==> config.mk <==
export PLATFORM = sky130hd
export DESIGN_NAME = clock_ctrl
export DESIGN_NICKNAME = d
export VERILOG_FILES = /design/src/rtl/clock_ctrl_pkg.sv /design/src/rtl/clock_ctrl_chan.sv /design/src/rtl/clock_ctrl.sv
export SDC_FILE = /design/constraint.sdc
export NUM_CORES = 1
export LEC_CHECK = 0
export ABC_AREA = 1
export BUFFER_PORTS_ARGS = -buffer_cell sky130_fd_sc_hd__buf_2
export CAP_MARGIN = 20
export CELL_PAD_IN_SITES_DETAIL_PLACEMENT = 0
export CELL_PAD_IN_SITES_GLOBAL_PLACEMENT = 1
export CORE_MARGIN = 4
export CORE_UTILIZATION = 25
export DETAILED_ROUTE_END_ITERATION = 16
export PLACE_DENSITY = 0.51
export SLEW_MARGIN = 10
export SYNTH_ARGS = -nofsm -noshare
export SYNTH_HDL_FRONTEND = slang
export SYNTH_SLANG_ARGS = --single-unit
==> constraint.sdc <==
create_clock -name hwclk -period 5 [get_ports hwclk]
set_clock_uncertainty 0.05 [all_clocks]
set_input_delay 1 -clock hwclk [delete_from_list [all_inputs] [get_ports hwclk]]
set_output_delay 1 -clock hwclk [all_outputs]
set_load 0.01 [all_outputs]
==> src/rtl/clock_ctrl_pkg.sv <==
// Shared definitions for the multi-channel clock controller: channel modes
// and the per-channel FSM state encoding.
package clock_ctrl_pkg;

  localparam logic [1:0] MODE_RUN  = 2'b00;
  localparam logic [1:0] MODE_HALT = 2'b01;
  localparam logic [1:0] MODE_STEP = 2'b10;
  localparam logic [1:0] MODE_RSVD = 2'b11;

  localparam logic [2:0] ST_RUN      = 3'd0;
  localparam logic [2:0] ST_STOPPING = 3'd1;
  localparam logic [2:0] ST_HALTED   = 3'd2;
  localparam logic [2:0] ST_STEP_LO  = 3'd3;
  localparam logic [2:0] ST_STEP_HI  = 3'd4;

endpackage

==> src/rtl/clock_ctrl_chan.sv <==
// One divided-clock channel: half-period counter, run/stop/step FSM,
// shadowed half-period register and rising-edge counter.
module clock_ctrl_chan
  import clock_ctrl_pkg::*;
#(
  parameter int               CNT_W        = 24,
  parameter logic [CNT_W-1:0] DEFAULT_HALF = '1,
  parameter int               EDGE_W       = 32
) (
  input  logic              clk_i,
  input  logic              rst_ni,
  input  logic              cfg_we_i,
  input  logic [1:0]        cfg_mode_i,
  input  logic [CNT_W-1:0]  cfg_half_i,
  input  logic              step_i,
  output logic              out_clk_o,
  output logic              rise_pulse_o,
  output logic              halted_o,
  output logic [EDGE_W-1:0] edges_o,
  output logic [2:0]        state_o
);

  logic [2:0]        state_q, state_d;
  logic [CNT_W-1:0]  cnt_q, cnt_d;
  logic [CNT_W-1:0]  active_q, active_d;
  logic [CNT_W-1:0]  shadow_q;
  logic [1:0]        mode_q;
  logic              out_q, out_d;
  logic              rise_q, rise_d;
  logic [EDGE_W-1:0] edges_q, edges_d;
  logic              hit;

  always_comb begin
    state_d  = state_q;
    cnt_d    = cnt_q;
    active_d = active_q;
    out_d    = out_q;
    rise_d   = 1'b0;
    edges_d  = edges_q;
    hit      = (cnt_q == active_q);
    case (state_q)
      ST_RUN, ST_STOPPING: begin
        if (state_q == ST_RUN && mode_q != MODE_RUN && !out_q) begin
          state_d = ST_HALTED;
          cnt_d   = '0;
        end else if (hit) begin
          cnt_d    = '0;
          out_d    = !out_q;
          active_d = shadow_q;
          // Any pending stop is only honoured here, so the falling toggle parks the output.
          if (state_q == ST_STOPPING || mode_q != MODE_RUN) begin
            state_d = ST_HALTED;
          end else if (!out_q) begin
            rise_d  = 1'b1;
            edges_d = edges_q + 1'b1;
          end
        end else begin
          cnt_d = cnt_q + 1'b1;
          if (mode_q != MODE_RUN) state_d = ST_STOPPING;
        end
      end
      ST_HALTED: begin
        cnt_d = '0;
        case (mode_q)
          MODE_RUN:  state_d = ST_RUN;
          MODE_STEP: begin
            if (step_i) begin
              state_d  = ST_STEP_LO;
              active_d = shadow_q;
            end
          end
          MODE_HALT, MODE_RSVD: state_d = ST_HALTED;
          default:              state_d = ST_HALTED;
        endcase
      end
      ST_STEP_LO: begin
        if (hit) begin
          cnt_d    = '0;
          out_d    = 1'b1;
          rise_d   = 1'b1;
          edges_d  = edges_q + 1'b1;
          active_d = shadow_q;
          state_d  = ST_STEP_HI;
        end else begin
          cnt_d = cnt_q + 1'b1;
        end
      end
      ST_STEP_HI: begin
        if (hit) begin
          cnt_d    = '0;
          out_d    = 1'b0;
          active_d = shadow_q;
          state_d  = ST_HALTED;
        end else begin
          cnt_d = cnt_q + 1'b1;
        end
      end
      default: begin
        state_d = ST_HALTED;
        cnt_d   = '0;
        out_d   = 1'b0;
      end
    endcase
  end

  always_ff @(posedge clk_i or negedge rst_ni) begin
    if (!rst_ni) begin
      state_q  <= ST_RUN;
      cnt_q    <= '0;
      active_q <= DEFAULT_HALF;
      shadow_q <= DEFAULT_HALF;
      mode_q   <= MODE_RUN;
      out_q    <= 1'b0;
      rise_q   <= 1'b0;
      edges_q  <= '0;
    end else begin
      state_q  <= state_d;
      cnt_q    <= cnt_d;
      active_q <= active_d;
      out_q    <= out_d;
      rise_q   <= rise_d;
      edges_q  <= edges_d;
      if (cfg_we_i) begin
        mode_q   <= cfg_mode_i;
        shadow_q <= cfg_half_i;
      end
    end
  end

  assign out_clk_o    = out_q;
  assign rise_pulse_o = rise_q;
  assign halted_o     = (state_q == ST_HALTED);
  assign edges_o      = edges_q;
  assign state_o      = state_q;

endmodule

==> src/rtl/clock_ctrl.sv <==
// Multi-channel clock controller: routes config writes to the addressed
// channel and concatenates the per-channel outputs.
module clock_ctrl
  import clock_ctrl_pkg::*;
#(
  parameter int               CHANNELS     = 2,
  parameter int               CNT_W        = 24,
  parameter logic [CNT_W-1:0] DEFAULT_HALF = 24'h3FFFFF,
  parameter int               EDGE_W       = 32,
  localparam int              SEL_W        = (CHANNELS > 1) ? $clog2(CHANNELS) : 1
) (
  input  logic                       hwclk,
  input  logic                       rst_n,
  input  logic                       cfg_we,
  input  logic [SEL_W-1:0]           cfg_sel,
  input  logic [1:0]                 cfg_mode,
  input  logic [CNT_W-1:0]           cfg_half,
  input  logic [CHANNELS-1:0]        step,
  output logic [CHANNELS-1:0]        out_clk,
  output logic [CHANNELS-1:0]        rise_pulse,
  output logic [CHANNELS-1:0]        halted,
  output logic [CHANNELS*EDGE_W-1:0] edges,
  output logic [CHANNELS*3-1:0]      state_dbg
);

  for (genvar g = 0; g < CHANNELS; g++) begin : g_chan
    logic we;
    // Selects at or beyond CHANNELS match no channel and are dropped.
    assign we = cfg_we && (cfg_sel == SEL_W'(g));

    clock_ctrl_chan #(
      .CNT_W       (CNT_W),
      .DEFAULT_HALF(DEFAULT_HALF),
      .EDGE_W      (EDGE_W)
    ) u_chan (
      .clk_i       (hwclk),
      .rst_ni      (rst_n),
      .cfg_we_i    (we),
      .cfg_mode_i  (cfg_mode),
      .cfg_half_i  (cfg_half),
      .step_i      (step[g]),
      .out_clk_o   (out_clk[g]),
      .rise_pulse_o(rise_pulse[g]),
      .halted_o    (halted[g]),
      .edges_o     (edges[g*EDGE_W +: EDGE_W]),
      .state_o     (state_dbg[g*3 +: 3])
    );
  end

endmodule

-- Yosys cells after proc, flatten, opt, wreduce, memory -nomap -nowiden
Cells that the tools add are included.
W data, S select, Z words.
- add/sub/neg operators: 4
- equal/unequal tests: 38
- muxes and demuxes: 68
- bitwise gates (word level): 3
- reductions and logical operators: 34
- operators by type and width (kind ; number):
    $mux W32 ; 10
    $mux W24 ; 12
    $pmux W24 S3 ; 2
    $pmux W32 S2 ; 2
    $pmux W24 S2 ; 2
    $add A32 B1 Y32 const B ; 2
    $add A24 B1 Y24 const B ; 2
    $eq A24 B24 Y1 ; 2
    $mux W3 ; 14
    $pmux W3 S4 ; 2
    $ne A2 B2 Y1 const B ; 10
    $reduce_and A5 Y1 ; 4
    $mux W1 ; 18
    $pmux W3 S3 ; 2
    $eq A3 B2 Y1 const B ; 4
    $ne A2 B1 Y1 const B ; 6
    $reduce_and A6 Y1 ; 2
    $reduce_or A2 Y1 ; 6
    $eq A2 B2 Y1 const B ; 4
    $ne A4 B1 Y1 const B ; 2
    $ne A4 B4 Y1 const B ; 2
    $pmux W1 S4 ; 2
    $reduce_and A4 Y1 ; 2
    $reduce_bool A2 Y1 ; 4
    12 further kinds ; 29
- register bits after elaboration: 222
- output and inout bits: 76

-- Logic depth before layout (Yosys ltp)
Gate-level depths: netlist of run 1.
- word-level depth: 6
- depth in mapped cells: 13
- gate-level depth less buffers: 12

-- Cells and area by module
A second synthesis of run 1 with hierarchy kept.
- cells, all modules: 1551
- area, all modules: 11737.5 um^2
- modules (own cells, without submodules) (module ; times used ; cells each ; area an instance (um^2) ; sequential area each (um^2)):
    clock_ctrl_chan (g_chan[0].u_chan) ; 1 ; 776 ; 5904.4 ; 2832.7
    clock_ctrl_chan (g_chan[1].u_chan) ; 1 ; 771 ; 5815.6 ; 2832.7
    clock_ctrl ; 1 ; 4 ; 17.5 ; 0.0

-- Worst setup path before layout of run 1
Ideal clock, no wire load.
- kind: flip-flop to output port
- from: register g_chan[1].u_chan.state_q[1]
- to: output port halted[1]
- arrival time: 1.001 ns
- data required time: 3.950 ns
- slack: 2.949 ns
- cell stages (with the launch flop): 6
- path buffers: 1
- cells stage by stage: dfrtp_1 -> inv_2 -> nor2_1 -> inv_1 -> nor2_2 -> buf_4
- cells in the longest elaborated chain, start to end: 1
- RTL lines (item ; RTL line ; RTL):
    start: declaration ; clock_ctrl_chan.sv:23 ; logic [2:0] state_q, state_d;
    start signal: assignment ; clock_ctrl_chan.sv:117 ; state_q <= state_d;
    $eq A3 B2 Y1 ; clock_ctrl_chan.sv:132 ; assign halted_o = (state_q == ST_HALTED);
    end: declaration ; clock_ctrl.sv:21 ; output logic [CHANNELS-1:0] halted,
Every way passes these cells.

-- Final worst setup path of run 1
Same ends and word-level chain as after synthesis.

==> results of run 1 <==
-- power by group --
part	internal [mW]	switching, mW
registers	2.26	0.262
logic	0.532	1.01
clock network	1.26	0.822
total	4.06	2.09
-- synthesized netlist by cell type (all sizes together) --
| cell | count |
|---|---|
| a211oi | 1 |
| a21oi | 4 |
| a31oi | 3 |
| buf | 30 |
| clkbuf | 14 |
| clkinv | 1 |
| dfrtp | 134 |
| dfstp | 88 |
| ha | 4 |
| inv | 148 |
| nand2 | 485 |
| nand3 | 99 |
| nand3b | 3 |
| nand4 | 29 |
| nor2 | 170 |
| nor3 | 47 |
| nor3b | 4 |
| nor4 | 8 |
| o21ai | 86 |
| o22ai | 1 |
| o31ai | 1 |
| o32ai | 1 |
| xnor2 | 32 |
| xor2 | 86 |
-- sequential cells by signal, indices dropped and copies added (netlist names) --
register                    cells
g_chan.u_chan.state_o           6
g_chan.u_chan.rise_pulse_o      2
g_chan.u_chan.out_clk_o         2
g_chan.u_chan.active_q         48
g_chan.u_chan.cnt_q            48
g_chan.u_chan.edges_o          64
g_chan.u_chan.shadow_q         48
g_chan.u_chan.mode_q            4
-- worst max path at each step --
stage | slack, ps | endpoint | cells after the start
after floorplan | 2950 | halted[1] | 5
after global placement | 2170 | g_chan[1].u_chan.cnt_q[23] | 11
after detailed placement | 2180 | g_chan[1].u_chan.edges_o[25] | 11
after CTS | 2200 | g_chan[1].u_chan.edges_o[25] | 11
after global routing | 1960 | g_chan[1].u_chan.edges_o[25] | 11
final | 2290 | halted[1] | 5
-- per-stage QoR --
step	area (um2)	cells	setup slack, ps	utilization, %	hold WS [ps]
after floorplan	11810	1479	2949	-	398.4
after detailed placement	12920	2157	2184	27.69	413.2
after global placement	12890	2156	2166	27.63	412.0
final	13890	2210	2290	29.77	345.0
after global routing	13890	2210	1965	29.77	380.1
after CTS	13890	2210	2196	29.77	356.8
-- logic make-up after synthesis --
kind of cell	after synthesis
flip-flops	222
adder cells (fa/ha/maj)	4
AND/OR/NAND/NOR	845
XOR/XNOR	118
AO/OA/AOI/OAI	97
buffers and inverters	193
-- critical path, delay by kind of cell (launching register included) --
kind                   cells  cell delay (ps)
AND/OR/NAND/NOR            2              330
flip-flops                 1              430
buffers and inverters      3              360
-- area by class of cell --
class | count | area, um2 | share of cell area (%)
Tap cell | 607 | 759.5 | 5.468
Clock buffer | 45 | 927.1 | 6.676
Inverter | 149 | 561.8 | 4.045
Clock inverter | 8 | 43.79 | 0.3153
Multi-Input combinational cell | 1064 | 5293 | 38.11
Timing Repair Buffer | 115 | 638.1 | 4.595
Sequential cell | 222 | 5665 | 40.79
-- layer usage --
layer  wire length [um]  track usage [%]
met1              16320            18.64
met4                644            3.063
met5                  0                0
met3                928            1.785
met2              14530            20.33
==> results.yml, run 1 <==
sta:
  finalSetupViolCount: 0
  slew_violations: 0
  hold_viol_final: 0
  grt_setup_unrepaired: "no"
  max_freq_ghz: 0.3691
  finalCritPeriodShare_pct: 54.19
  finalSetupTns_ps: 0
  tightest_slew_ps: 835.5
  period_minus_slack_ps: 2710
  slew_headroom_pct: 44.17
critical_path:
  rr_startpoint: "g_chan[1].u_chan.active_q[1]"
  crit_arrival_ps: 1660
  setup.worst_path.end_class: "output pin"
  crit_start: "g_chan[1].u_chan.state_o[1]"
  crit_fanout: 5
  critPathRequiredTime_ps: 3950
  cp_slowest_stage_delay_ps: 430
  startpoint_type: "register"
  r2r-end: "g_chan[1].u_chan.edges_o[25]"
  cp_slowest_cell: "dfrtp_1"
  critical_path_class: "register to output pin"
  path_cells: "inv_2 -> nor2_1 -> inv_1 -> nor2_2 -> buf_2"
  r2r_cells: 11
  r2r_setup_slack_ps: 2300
logic_synthesis:
  synth_top_family_by_area: "simple AND/OR/NAND/NOR gates"
  synth_seq_cells: 222
  ys_seq_area_share_pct: 47.97
  netlist.area_leader.share_pct: 28.39
  synth-adder-area-share_pct: 0.4237
  synth_cell_types: 42
  syn_nets: 1515
  synthXorXnorAreaFrac_pct: 8.750
  syn_area_per_cell_um2: 7.986
  synth_compound_area_share_pct: 4.661
  synth_area_leaders: "dfrtp_1 28%, dfstp_2 20%, nand2_1 15%, xor2_1 6.4%, nor2_1 4.9%"
  syn_area_mm2: 0.01181
  synthCells: 1479
  muxShareOfSynthArea_pct: 0
  yosys_warnings: 0
  yosys.area_share.simple_pct: 30.92
  synth_area_leader_cell: "dfrtp_1"
placement:
  io_buffers: 107
  gp_congestion: 0.7966
  hpwl_um: 23880
route:
  via_count: 9391
  viasPerCell: 4.249
  drtAntennaViolNets: 0
  drc_errors: 0
  drt_pass1_iterations: 5
  drt_iter0_drc: 472
  routed_wl_um: 32420
  wl_per_cell_um: 14.67
global_route:
  grt_max_degree: 87
  grt_overflow: 0
  grt_pass1_vias: 9519
  antenna_found_initial: 0
  grt_pass1_wl_um: 53760
  grt_usage_pct: 12.85
outcome:
  outcome: "complete, no violations"
clock_network:
  clk_latency_ps: 560
  root_buffer: "clkbuf_16"
  clkTransAtPathRegs_ps: 60
  post_cts_resized: 0
  cts_buffers: 29
  clk_path_buf_depth: 3
  cts.sinks: 222
  post_cts_buffers: 0
  cts_tree: "done"
  htreeDepth: 1
  postCtsHoldBufs: 0
floorplanning:
  pin_count: 108
  die_h_um: 225.4
  core_mm2: 0.04665
  die-area_mm2: 0.05079
  rows: 79
  start_util_pct: 25.32
  die_w_um: 225.4
power_and_ir_drop:
  powerDensity_mw_per_mm2: 442.8
  total_power_mw: 6.150
  p_leak_nw: 6.551
  peakVddDrop_v: 0.0002349
job:
  maxCapViolCount: 0
final_layout:
  antenna_cells: 0
  post_route_cells_drive_above_1_share_pct: 18.96
  final_common_cell: "nand2_1"
  nFillCells: 5063
  nNetsFinal: 1617
  mostFrequentLayoutCells: "482 x nand2_1, 153 x nor2_1, 134 x dfrtp_1, 131 x inv_1, 106 x buf_2"
  area_delta_synth_final_pct: 17.58
worst_hold_path:
  hold_path_class: "input pin to asynchronous set/reset pin"
Note: power is estimated with default switching activity, not from simulation.
==> run 2: changes to the inputs <==
--- a/config.mk
+++ b/config.mk
@@ -5,7 +5,7 @@
 export SDC_FILE = /design/constraint.sdc
 export NUM_CORES = 1
 export LEC_CHECK = 0
-export ABC_AREA = 1
+export ABC_AREA = 0
 export BUFFER_PORTS_ARGS = -buffer_cell sky130_fd_sc_hd__buf_2
 export CAP_MARGIN = 20
 export CELL_PAD_IN_SITES_DETAIL_PLACEMENT = 0
@@ -13,7 +13,7 @@
 export CORE_MARGIN = 4
 export CORE_UTILIZATION = 25
 export DETAILED_ROUTE_END_ITERATION = 16
-export PLACE_DENSITY = 0.51
+export PLACE_DENSITY = 0.48
 export SLEW_MARGIN = 10
 export SYNTH_ARGS = -nofsm -noshare
 export SYNTH_HDL_FRONTEND = slang
==> constraint.sdc (replaced) <==
create_clock -name hwclk -period 2.8 [get_ports hwclk]
set_clock_uncertainty 0.05 [all_clocks]
set_input_delay 0.56 -clock hwclk [delete_from_list [all_inputs] [get_ports hwclk]]
set_output_delay 0.56 -clock hwclk [all_outputs]
set_load 0.01 [all_outputs]
==> run 2 against run 1 <==
Compared with the run above: global-route usage shrank 1.2 points; area after synthesis fell by 13%; critical path type is now register to register; critical endpoint is now g_chan[1].u_chan.edges_o[24]; worst hold slack lost 140 ps; synthesized cell count down 41%.
==> results.yml, run 2 <==
power_and_ir_drop:
  powerDensity_mw_per_mm2: 765.6
  p_leak_nw: 5.736
  peakVddDrop_v: 0.0004762
clock_network:
  htreeDepth: 1
  root_buffer: "clkbuf_16"
  cts_buffers: 27
  clkTransAtPathRegs_ps: 60
  cts.sinks: 222
  post_cts_resized: 0
  post_cts_buffers: 0
  postCtsHoldBufs: 1
  clk_path_buf_depth: 3
  cts_tree: "done"
  clk_latency_ps: 550
global_route:
  grt_overflow: 0
  grt_max_degree: 66
  antenna_found_initial: 1
  grt_usage_pct: 11.62
  grt_pass1_wl_um: 41660
  grt_pass1_vias: 7032
route:
  wl_per_cell_um: 16.75
  viasPerCell: 4.364
  via_count: 6721
  drt_pass1_iterations: 4
  drc_errors: 0
  drt_iter0_drc: 380
  drtAntennaViolNets: 0
  routed_wl_um: 25800
logic_synthesis:
  ys_seq_area_share_pct: 55.19
  syn_area_mm2: 0.01027
  synth_flop_cell: "dfrtp_1"
  synthTopCellsByCount: "134 x dfrtp_1, 103 x mux2_2, 88 x dfstp_2"
  synth_area_leaders: "dfrtp_1 33%, dfstp_2 23%, mux2_2 11%, xor2_1 7.4%, xnor2_1 5.7%"
  synth_area_leader_cell: "dfrtp_1"
  synth-edff-count: 0
  synth_cell_types: 46
  syn_area_per_cell_um2: 11.84
  netlist.area_leader.share_pct: 32.66
  syn_nets: 903
  async_flop_share_pct: 100.0
  synthCells: 867
  yosys_warnings: 0
  synth_most_common_cell: "dfrtp_1"
  synth_seq_cells: 222
worst_hold_path:
  hold_path.startpoint: "cfg_half[22]"
  hold_path_class: "input pin to register"
  hold_path_depth: 2
  hold_path_end: "g_chan[1].u_chan.shadow_q[22]"
critical_path:
  crit_start: "g_chan[1].u_chan.active_q[21]"
  setup.worst_path.end_class: "register"
  path_cells: "xor2_1 -> nor4_2 -> nand4_2 -> or4b_1 -> buf_4 -> nor4_2 -> xor2_1"
  critPathTopFamily: "simple AND/OR/NAND/NOR gates"
  r2r-end: "g_chan[1].u_chan.edges_o[24]"
  r2r_cells: 7
  critical_path_class: "register to register"
  r2r_setup_slack_ps: 240
  crit_fanout: 14
  cp_slowest_stage_delay_ps: 570
  worst-path-buf-inv: 1
  rr_startpoint: "g_chan[1].u_chan.active_q[21]"
  critPathRequiredTime_ps: 3230
  cp_slowest_cell: "or4b_1"
  crit_arrival_ps: 2990
  startpoint_type: "register"
final_layout:
  mostFrequentLayoutCells: "134 x dfrtp_1, 106 x buf_2, 103 x mux2_2, 88 x dfstp_2"
  nNetsFinal: 1029
  final_cell_count_no_fill: 1540
  largest_register_ffs: 64
  post_route_cells_drive_above_1_share_pct: 38.36
  area_delta_synth_final_pct: 21.82
  final_common_cell: "dfrtp_1"
  utilization_pct: 31.12
placement:
  placedCellCount: 1488
  gp_congestion: 0.7308
  place_ws_ps: 197.9
  io_buffers: 107
  hpwl_um: 18280
sta:
  slew_violations: 0
  slew_headroom_pct: 53.29
  max_freq_ghz: 0.3899
  hold_viol_final: 0
  tightest_slew_ps: 695.2
  finalSetupTns_ps: 0
  period_minus_slack_ps: 2565
  finalSetupViolCount: 0
  finalWorstSetupSlack_ps: 235.5
  grt_setup_unrepaired: "no"
  finalCritPeriodShare_pct: 91.59
floorplanning:
  die-area_mm2: 0.04437
  start_util_pct: 25.54
  pin_count: 108
  die_h_um: 210.6
  die_w_um: 210.6
  rows: 73
  core_mm2: 0.04019
outcome:
  outcome: "complete, no violations"
job:
  maxCapViolCount: 0
run 2: cell type report:
class | count | area (um2)
fill | 4147 | 27680
sequential | 222 | 5665
multi-input combinational | 598 | 4388
timing repair buffer | 133 | 793.3
clock buffer | 32 | 724.4
tap | 525 | 656.9
clock inverter | 18 | 234.0
inverter | 11 | 41.29
antenna | 1 | 2.502
run 2: power breakdown:
part | switching [mW] | total (mW) | internal (mW)
sequential | 0.433 | 4.34 | 3.90
clock | 1.45 | 3.77 | 2.31
combinational | 0.724 | 1.47 | 0.746
run 2: through the flow:
stage / hold slack (ps) / total power [mW] / area [um2]
5_1_grt: 193.8 / 10.12 / 12500
3_5_place_dp: 411.0 / 5.889 / 11530
6_report: 208.8 / 9.575 / 12510
3_3_place_gp: 401.9 / 5.888 / 11530
4_1_cts: 180.2 / 9.762 / 12500
2_1_floorplan: 214.4 / 5.312 / 10270
run 2: worst register-to-register path: stages, from the launching register on:
cell and delay (ps):
dfstp_2 540, xor2_1 90, nor4_2 310, nand4_2 280
or4b_1 570, buf_4 220, nor4_2 280, xor2_1 160
run 2: how the worst max path moves through the flow:
stage / to / cells after the start
finish: g_chan[1].u_chan.edges_o[24] / 7
global route: g_chan[1].u_chan.edges_o[24] / 7
CTS: g_chan[1].u_chan.edges_o[24] / 7
floorplan: g_chan[0].u_chan.active_q[22] / 7
detailed placement: g_chan[1].u_chan.edges_o[24] / 7
global placement: g_chan[1].u_chan.edges_o[24] / 7
run 2: cells by family after synthesis:
logic type	count (synthesis)	synth area share, %
compound gates	26	1.877
xor+xnor	154	13.14
fa+ha+maj	4	0.4875
buf+inv	47	2.096
flops	222	55.19
mux	106	11.59
simple gates	308	15.62
run 2: per-layer routing:
metal | part of all wire, % | global-route usage (%) | routed length, um | up-vias
met5 | 0.043 | 0 | 11 | -
met4 | 2.0 | 2.549 | 518 | 2
met3 | 4.8 | 2.555 | 1248 | 35
met2 | 42 | 17.08 | 10970 | 119
met1 | 51 | 17.55 | 13060 | 3305
li1 | - | - | - | 3260
